===== config.mk =====
export PLATFORM = sky130hd
export DESIGN_NAME = calc_alu_sequencer
export DESIGN_NICKNAME = d
export VERILOG_FILES = /design/src/rtl/calc_alu_sequencer.sv
export SDC_FILE = /design/constraint.sdc
export NUM_CORES = 1
export LEC_CHECK = 0
export ABC_AREA = 1
export ABC_CLOCK_PERIOD_IN_PS = 6870
export CORE_ASPECT_RATIO = 0.6
export CORE_UTILIZATION = 40
export CTS_BUF_LIST = sky130_fd_sc_hd__clkbuf_16
export DETAILED_ROUTE_END_ITERATION = 10
export PLACE_DENSITY_LB_ADDON = 0.08
export SLEW_MARGIN = 20
export SYNTH_ARGS = -nofsm -noshare
export SYNTH_HDL_FRONTEND = slang
export SYNTH_SLANG_ARGS = --single-unit
export TNS_END_PERCENT = 5

===== constraint.sdc =====
create_clock -name clk -period 6.87 [get_ports clk]
set_input_delay 0.687 -clock clk [delete_from_list [all_inputs] [get_ports clk]]
set_output_delay 0.687 -clock clk [all_outputs]
set_load 0.05 [all_outputs]

===== src/rtl/calc_alu_sequencer.sv =====
// Multi-cycle calculator ALU: add/sub in one pass, shift-add multiply over WIDTH passes
// through a single ripple-carry adder. Define CALC_ALU_OVF_FLAG_EN to add the ovf output.

module calc_alu_fa (
  input  logic x,
  input  logic y,
  input  logic ci,
  output logic s,
  output logic co
);
  assign s  = x ^ y ^ ci;
  assign co = (x & y) | (ci & (x ^ y));
endmodule

module calc_alu_sequencer #(
  parameter int WIDTH = 7
) (
  input  logic               clk,
  input  logic               rst_n,
  input  logic               start,
  input  logic [1:0]         op,
  input  logic [WIDTH:0]     a,
  input  logic [WIDTH:0]     b,
  input  logic               clear,
  output logic               ready,
  output logic               busy,
  output logic               done,
`ifdef CALC_ALU_OVF_FLAG_EN
  output logic               ovf,
`endif
  output logic [2*WIDTH-1:0] result
);
  localparam int RW = 2*WIDTH;
  localparam int CW = (WIDTH > 1) ? $clog2(WIDTH) : 1;
  localparam logic [CW-1:0] LAST = CW'(WIDTH-1);
  localparam logic [1:0] OP_ADDU = 2'b00, OP_MUL = 2'b01, OP_SUBS = 2'b10, OP_ADDS = 2'b11;

  typedef enum logic [1:0] {S_IDLE, S_EXEC, S_DONE} state_t;

  state_t          state, state_nx;
  logic [1:0]      op_r;
  logic [WIDTH:0]  a_r, b_r, b_inv;
  logic [RW-1:0]   acc, mcand;
  logic [WIDTH-1:0] mlier;
  logic [CW-1:0]   cnt;
  logic [RW-1:0]   add_x, add_y, sum;
  logic [RW-1:0]   c;
  logic            add_ci, fin;

  // Operands are zero-extended into the shared adder so the carry-out lands in sum[]
  assign b_inv = ~b_r;
  always_comb begin
    add_x  = '0;
    add_y  = '0;
    add_ci = 1'b0;
    case (op_r)
      OP_ADDU: begin add_x = RW'(a_r[WIDTH-1:0]); add_y = RW'(b_r[WIDTH-1:0]); end
      OP_ADDS: begin add_x = RW'(a_r); add_y = RW'(b_r); end
      OP_SUBS: begin add_x = RW'(a_r); add_y = RW'(b_inv); add_ci = 1'b1; end
      default: begin add_x = acc; add_y = mlier[0] ? mcand : '0; end
    endcase
  end

  assign c[0] = add_ci;
  for (genvar i = 0; i < RW; i++) begin : g_rca
    if (i < RW-1) begin : g_fa
      calc_alu_fa u_fa (.x(add_x[i]), .y(add_y[i]), .ci(c[i]), .s(sum[i]), .co(c[i+1]));
    end else begin : g_msb
      assign sum[i] = add_x[i] ^ add_y[i] ^ c[i];
    end
  end

  always_ff @(posedge clk or negedge rst_n)
    if (!rst_n) state <= S_IDLE;
    else        state <= state_nx;

  always_comb begin
    state_nx = state;
    if (clear) state_nx = S_IDLE;
    else begin
      case (state)
        S_IDLE:  if (start) state_nx = S_EXEC;
        S_EXEC:  if (op_r != OP_MUL || cnt == LAST) state_nx = S_DONE;
        S_DONE:  state_nx = S_IDLE;
        default: state_nx = S_IDLE;
      endcase
    end
  end

  always_comb begin
    ready = 1'b0;
    busy  = 1'b0;
    done  = 1'b0;
    case (state)
      S_IDLE:  ready = 1'b1;
      S_EXEC:  busy  = 1'b1;
      S_DONE:  begin busy = 1'b1; done = 1'b1; end
      default: ready = 1'b0;
    endcase
  end

  assign fin = (state == S_EXEC) && (state_nx == S_DONE);

  always_ff @(posedge clk or negedge rst_n) begin
    if (!rst_n) begin
      op_r   <= '0;
      a_r    <= '0;
      b_r    <= '0;
      acc    <= '0;
      mcand  <= '0;
      mlier  <= '0;
      cnt    <= '0;
      result <= '0;
    end else if (clear) begin
      cnt    <= '0;
      result <= '0;
    end else begin
      if (state == S_IDLE && start) begin
        op_r  <= op;
        a_r   <= a;
        b_r   <= b;
        acc   <= '0;
        mcand <= RW'(a[WIDTH-1:0]);
        mlier <= b[WIDTH-1:0];
        cnt   <= '0;
      end else if (state == S_EXEC && op_r == OP_MUL) begin
        acc   <= sum;
        mcand <= mcand << 1;
        mlier <= mlier >> 1;
        cnt   <= (cnt == LAST) ? '0 : cnt + CW'(1);
      end
      // Accumulator stays private; result only moves on the completing pass
      if (fin) result <= sum;
    end
  end

`ifdef CALC_ALU_OVF_FLAG_EN
  logic ovf_nx;
  always_comb begin
    ovf_nx = 1'b0;
    if (op_r == OP_ADDS)
      ovf_nx = (a_r[WIDTH] == b_r[WIDTH]) && (sum[WIDTH] != a_r[WIDTH]);
    else if (op_r == OP_SUBS)
      ovf_nx = (a_r[WIDTH] != b_r[WIDTH]) && (sum[WIDTH] != a_r[WIDTH]);
  end

  always_ff @(posedge clk or negedge rst_n)
    if (!rst_n)     ovf <= 1'b0;
    else if (clear) ovf <= 1'b0;
    else if (fin)   ovf <= ovf_nx;
`endif

endmodule


==> Yosys cells after proc, flatten, opt, wreduce, memory -nomap -nowiden <==
Index checks and enable logic that the tools add are counted.
{ "op_classes": {"bitwise_logic": 69, "n_reduce_logical": 13, "addsub": 1, "muxes": 23, "n_eq_ne": 8} }
{ "ops": {"columns": ["operator", "n"], "rows": [
  ["$mux 14", 7],
  ["$pmux 14 s3", 1],
  ["$pmux 14 s2", 1],
  ["$xor 1x1->1", 28],
  ["$and 1x1->1", 26],
  ["$mux 7", 2],
  ["$or 1x1->1", 13],
  ["$mux 3", 4],
  ["$eq 2x2->1 const B", 4],
  ["$not 8->8", 1],
  ["$mux 2", 3],
  ["$eq 2x1->1 const B", 2],
  ["$logic_not 2->1", 2],
  ["$mux 1", 4],
  ["$pmux 2 s2", 1],
  ["$reduce_and 2->1", 2],
  ["$reduce_bool 2->1", 2],
  ["$reduce_or 2->1", 2],
  ["$add 3x1->3 const B", 1],
  ["$eq 3x3->1 const B", 1],
  ["$logic_and 1x1->1", 3],
  ["$reduce_bool 3->1", 1],
  ["$ne 2x1->1 const B", 1],
  ["$logic_or 1x1->1", 1],
  ["$not 1->1", 1]
]} }
{ "totals": {"regBits": 72, "input_bits": 22, "wordCells": 123} }

==> Depth between registers and ports, before layout <==
{ "depth": {"ltp_word": 33, "ltp_mapped": 26, "depth_no_buf": 25} }

==> By module <==
A second synthesis with hierarchy kept.
{ "unflattened": {"hier_cells": 425, "hier_area_um2": 3756.1} }
{ "modules_own_cells": {"columns": ["mod", "cells_per_inst", "area_each_um2", "instances"], "rows": [
  ["calc_alu_sequencer", 412, 3495.9, 1],
  ["calc_alu_fa", 1, 20.0, 13]
]} }

==> Least setup slack after synthesis <==
No wires, ideal clock.
{ "synth_timing": {"kind": "register -> register", "startpoint": "register op_r[1]", "endpoint": "register acc[13]", "path_buffers": 1, "synth_period_minus_slack_ns": 5.850, "t_arrival_ns": 5.767, "slack_ns": 1.020, "required_ns": 6.787, "setup_ns": 0.083, "path_stages_with_launch": 26, "cell_sequence": "dfrtp_1 -> nor2_4 -> inv_1 -> buf_2 -> a21oi_1 -> a211oi_1 -> fa_1 -> fa_1 -> fa_1 -> fa_1 -> fa_1 -> fa_1 -> fa_1 -> fa_1 -> inv_1 -> fa_1 -> fa_1 -> fa_1 -> inv_1 -> fa_1 -> fa_1 -> inv_1 -> nand4_1 -> nand2_1 -> nand3_1 -> o21ai_0"} }
{ "synth_via": {"elab_chain_len": 33, "word_cells_on_any_way": 67, "cone_classes": "eq/ne (3); mux (5); bitwise (54); reduce/logical (5)"} }
{ "synth_lines": {"columns": ["element", "line_no", "source"], "rows": [
  ["start: declaration", "41", "logic [1:0] op_r;"],
  ["start signal: assignment", "119", "op_r <= op;"],
  ["$eq 2x2->1", "56", "case (op_r)"],
  ["$reduce_or 2->1 (no line)", null, null],
  ["$pmux 14 s2", "56", null],
  ["$xor 1x1->1", "12", "assign co = (x & y) | (ci & (x ^ y));"],
  ["$and 1x1->1", "12", null],
  ["$or 1x1->1", "12", null],
  ["$and 1x1->1", "12", null],
  ["$or 1x1->1", "12", null],
  ["(+17 left out)", null, null],
  ["$or 1x1->1", "12", null],
  ["$and 1x1->1", "12", null],
  ["$or 1x1->1", "12", null],
  ["$and 1x1->1", "12", null],
  ["$or 1x1->1", "12", null],
  ["$xor 1x1->1", "69", "assign sum[i] = add_x[i] ^ add_y[i] ^ c[i];"],
  ["$mux 14", "126", "end else if (state == S_EXEC && op_r == OP_MUL) begin"],
  ["$mux 14", "118", "if (state == S_IDLE && start) begin"],
  ["end signal: assignment", "127", "acc <= sum;"],
  ["end: declaration", "43", "logic [RW-1:0] acc, mcand;"]
]} }
Parallel ways exist; a longest one is shown, timed or not. The select of a mux whose other input is x is not followed.
A chain may end at the register's enable or synchronous reset.

==> Final worst setup path <==
{ "layout_timing": {"startpoint": "register op_r[1]", "endpoint": "register result[13]"} }
{ "layout_via": {"elab_chain_len": 33, "word_cells_on_any_way": 71, "cone_classes": "eq/ne (4); mux (8); bitwise (54); reduce/logical (5)"} }
{ "layout_lines": {"columns": ["element", "line_no", "source"], "rows": [
  ["$eq 2x2->1", "56", null],
  ["$reduce_or 2->1 (no line)", null, null],
  ["$pmux 14 s2", "56", null],
  ["$xor 1x1->1", "12", null],
  ["$and 1x1->1", "12", null],
  ["$or 1x1->1", "12", null],
  ["$and 1x1->1", "12", null],
  ["$or 1x1->1", "12", null],
  ["(+17 left out)", null, null],
  ["$or 1x1->1", "12", null],
  ["$and 1x1->1", "12", null],
  ["$or 1x1->1", "12", null],
  ["$and 1x1->1", "12", null],
  ["$or 1x1->1", "12", null],
  ["$xor 1x1->1", "69", null],
  ["$mux 14", "133", "if (fin) result <= sum;"],
  ["$mux 14", "114", "end else if (clear) begin"],
  ["end signal: assignment", "133", null],
  ["end: declaration", "31", "output logic [2*WIDTH-1:0] result"]
]} }
Parallel ways exist; a longest one is shown, timed or not. The select of a mux whose other input is x is not followed.

==> flow_summary.ini <==
[critical_path]
critical_path.max_stage_delay_ns = 0.44
startpoint_type = flip-flop
regToRegStartpoint = op_r[1]
cpMostUsedCell = fa_1
slowest_stage = dfrtp_1
worstPathArrival_ns = 6.60
crit_end = result[13]
ff2ff_setup_slack_ns = 0.54
r2r.worst_path.cells = 24
crit_type = reg -> reg
required_ns = 7.14
path_max_fanout = 18
crit_path_end_kind = flip-flop
critPathLaunch = op_r[1]
crit_chain = nor2_4 -> inv_1 -> a21oi_1 -> a211oi_1 -> fa_1 -> fa_1 -> fa_1 -> fa_1 -> fa_1 -> fa_1 -> fa_1 -> fa_1 -> inv_1 -> fa_1 -> fa_1 -> fa_1 -> inv_1 -> fa_1 -> fa_1 -> inv_1 -> nand4_1 -> nand2_1 -> nand4_1 -> nand2_1
rr_endpoint = result[13]

[global_routing]
grt_pass1_vias = 2776
grt_max_degree = 73
grt_usage_pct = 19.7
antenna_found_initial = 0
grt_pass1_wl_um = 14500
grt-ovfl-total = 0

[clock_network]
cts_root_buffer = clkbuf_16
clock-sinks = 72
cts_hold_buf = 0
clk_pin_slew_ns = 0.05
cts.path.max_buffers = 2
htreeDepth = 3
numCtsBuffers = 9
cts-resized-gates = 0
cts_tree = yes
clk_latency_ns = 0.34
postCtsSetupRepairBufs = 0

[synthesis]
ys_seq_area_share_pct = 48.5
synth_area_mm2 = 0.00371
synth_top_area_share_pct = 48.5
yosysWarnings = 0
synthFlopType = dfrtp_1
netlist_instances = 423
synth_area_leaders = dfrtp_1 (49%), nand2_1 (11%), fa_1 (7.0%)
syn-num-nets = 461
synth_area_per_cell_um2 = 8.78
async_flop_share_pct = 100
synth.distinct_cells = 30
synth_edf_count = 0
ys_ff_latch = 72
synth_top_area_cell = dfrtp_1

[placed_design]
portBuffers = 38
placed_cells = 554
place_hpwl_um = 5770
dp_slack_ns = 0.574
place_congestion = 0.748

[timing]
drv_slew = 0
rsz0062_at_grt = false
hold_viol_final = 0
fin_crit_ns = 6.33
setup-violations-final = 0
fmax_mhz = 158
setup_tns_ns = 0
skew_ns = 0.00670
tightest_slew_ns = 1.06
fin_ws_ns = 0.543
slew_headroom_pct = 29.4
fin_crit_sh_pct = 92.1

[die]
core.rowCount = 26
io_pins = 39
die_h_um = 76.6
die_x_um = 126
initial_core_util_pct = 42.4
core_mm2 = 0.00875
die-area_mm2 = 0.00968

[finish]
antennaDiodeCount = 0
area_delta_synth_final_pct = 17.8
mostFrequentLayoutCells = nand2_1 (110), dfrtp_1 (72), inv_1 (45)
fill_cells = 854
nets = 491
final_common_cell = nand2_1
drive_gt1_share_pct = 7.46
finalNonFillerCells = 568
final_core_util_pct = 50.0

[pwr]
power_mw = 1.69
p_leak_nw = 2.06
peakVddDrop_v = 0.000170
powerDensity_mw_per_mm2 = 386

[drt]
drt-total-wl_um = 8570
via_per_inst = 5.16
wl_per_cell_um = 15.1
antenna_left = 0
route.detailed.drc = 0
drt-initial-drc-count = 237
num_vias = 2931
dr.pass1.iters = 4

[job]
cap_violations = 0

[status]
status = completed

[hold_path]
hp-class = reg -> reg
## critical path: cells and delay by family, from the launching register on
kind,cells,cell delay [ns]
AOI/OAI and AO/OA,2,0.22
adders and majority gates,13,4.57
buffers and inverters,4,0.30
DFF,1,0.44
and+or+nand+nor,5,0.73
## cell usage after synthesis (8+ instances only)
cell type	number
fa_1	13
dfrtp_1	72
buf_2	13
nand3_1	24
nand2_1	110
inv_1	42
nand4_1	15
nand3_2	10
a21oi_1	8
o21ai_0	31
o31ai_1	9
nor2_1	27
## area by class of cell
class | count | area, um2 | share of cell area (%)
clock buffers | 9 | 225 | 5.15
clock inverters | 5 | 20.0 | 0.458
inverters | 45 | 169 | 3.86
multi-input cells | 283 | 1610 | 36.9
flip-flops and latches | 72 | 1800 | 41.2
well taps | 112 | 140 | 3.20
repair buffers | 42 | 405 | 9.27
## flip-flops by register name (all words and copies together), names as in the netlist
name / flops
a_r: 8
acc: 14
b_r: 8
cnt: 3
mcand: 14
mlier: 7
op_r: 2
result: 14
state: 2
## layer usage
metal	track usage (%)	part of all wire, %
met1	30.9	55
met2	26.1	39
met3	4.99	4.5
met4	6.39	1.1
met5	0	0
## worst min path at each step
stage | startpoint | end | slack, ns | cells after the start
final | a_r[1] | a_r[1] | 0.48 | 2
after global routing | a_r[1] | a_r[1] | 0.49 | 2
after global placement | a_r[3] | a_r[3] | 0.46 | 2
after detailed placement | mlier[1] | mlier[1] | 0.47 | 2
after CTS | mlier[1] | mlier[1] | 0.48 | 2
after floorplan | rst_n | a_r[0] | 0.39 | 0
## through the flow
stage               instance area [um2]  hold WS (ns)
finish                             4370         0.477
CTS                                4370         0.482
global placement                   4130         0.463
floorplan                          3710         0.391
detailed placement                 4130         0.469
global route                       4370         0.490
## logic make-up after synthesis
kind of cell,after synthesis,synth area share (%)
AOI/OAI and AO/OA,70,11.2
adders and majority gates,16,8.02
buffers and inverters,68,8.02
DFF,72,48.5
and+or+nand+nor,197,24.2
## report_power, final
group	switching (mW)	total (mW)	internal (mW)
Combinational	0.419	0.656	0.237
Clock	0.167	0.401	0.234
Sequential	0.0839	0.631	0.547
No activity file was read; power rests on OpenSTA's default activity.
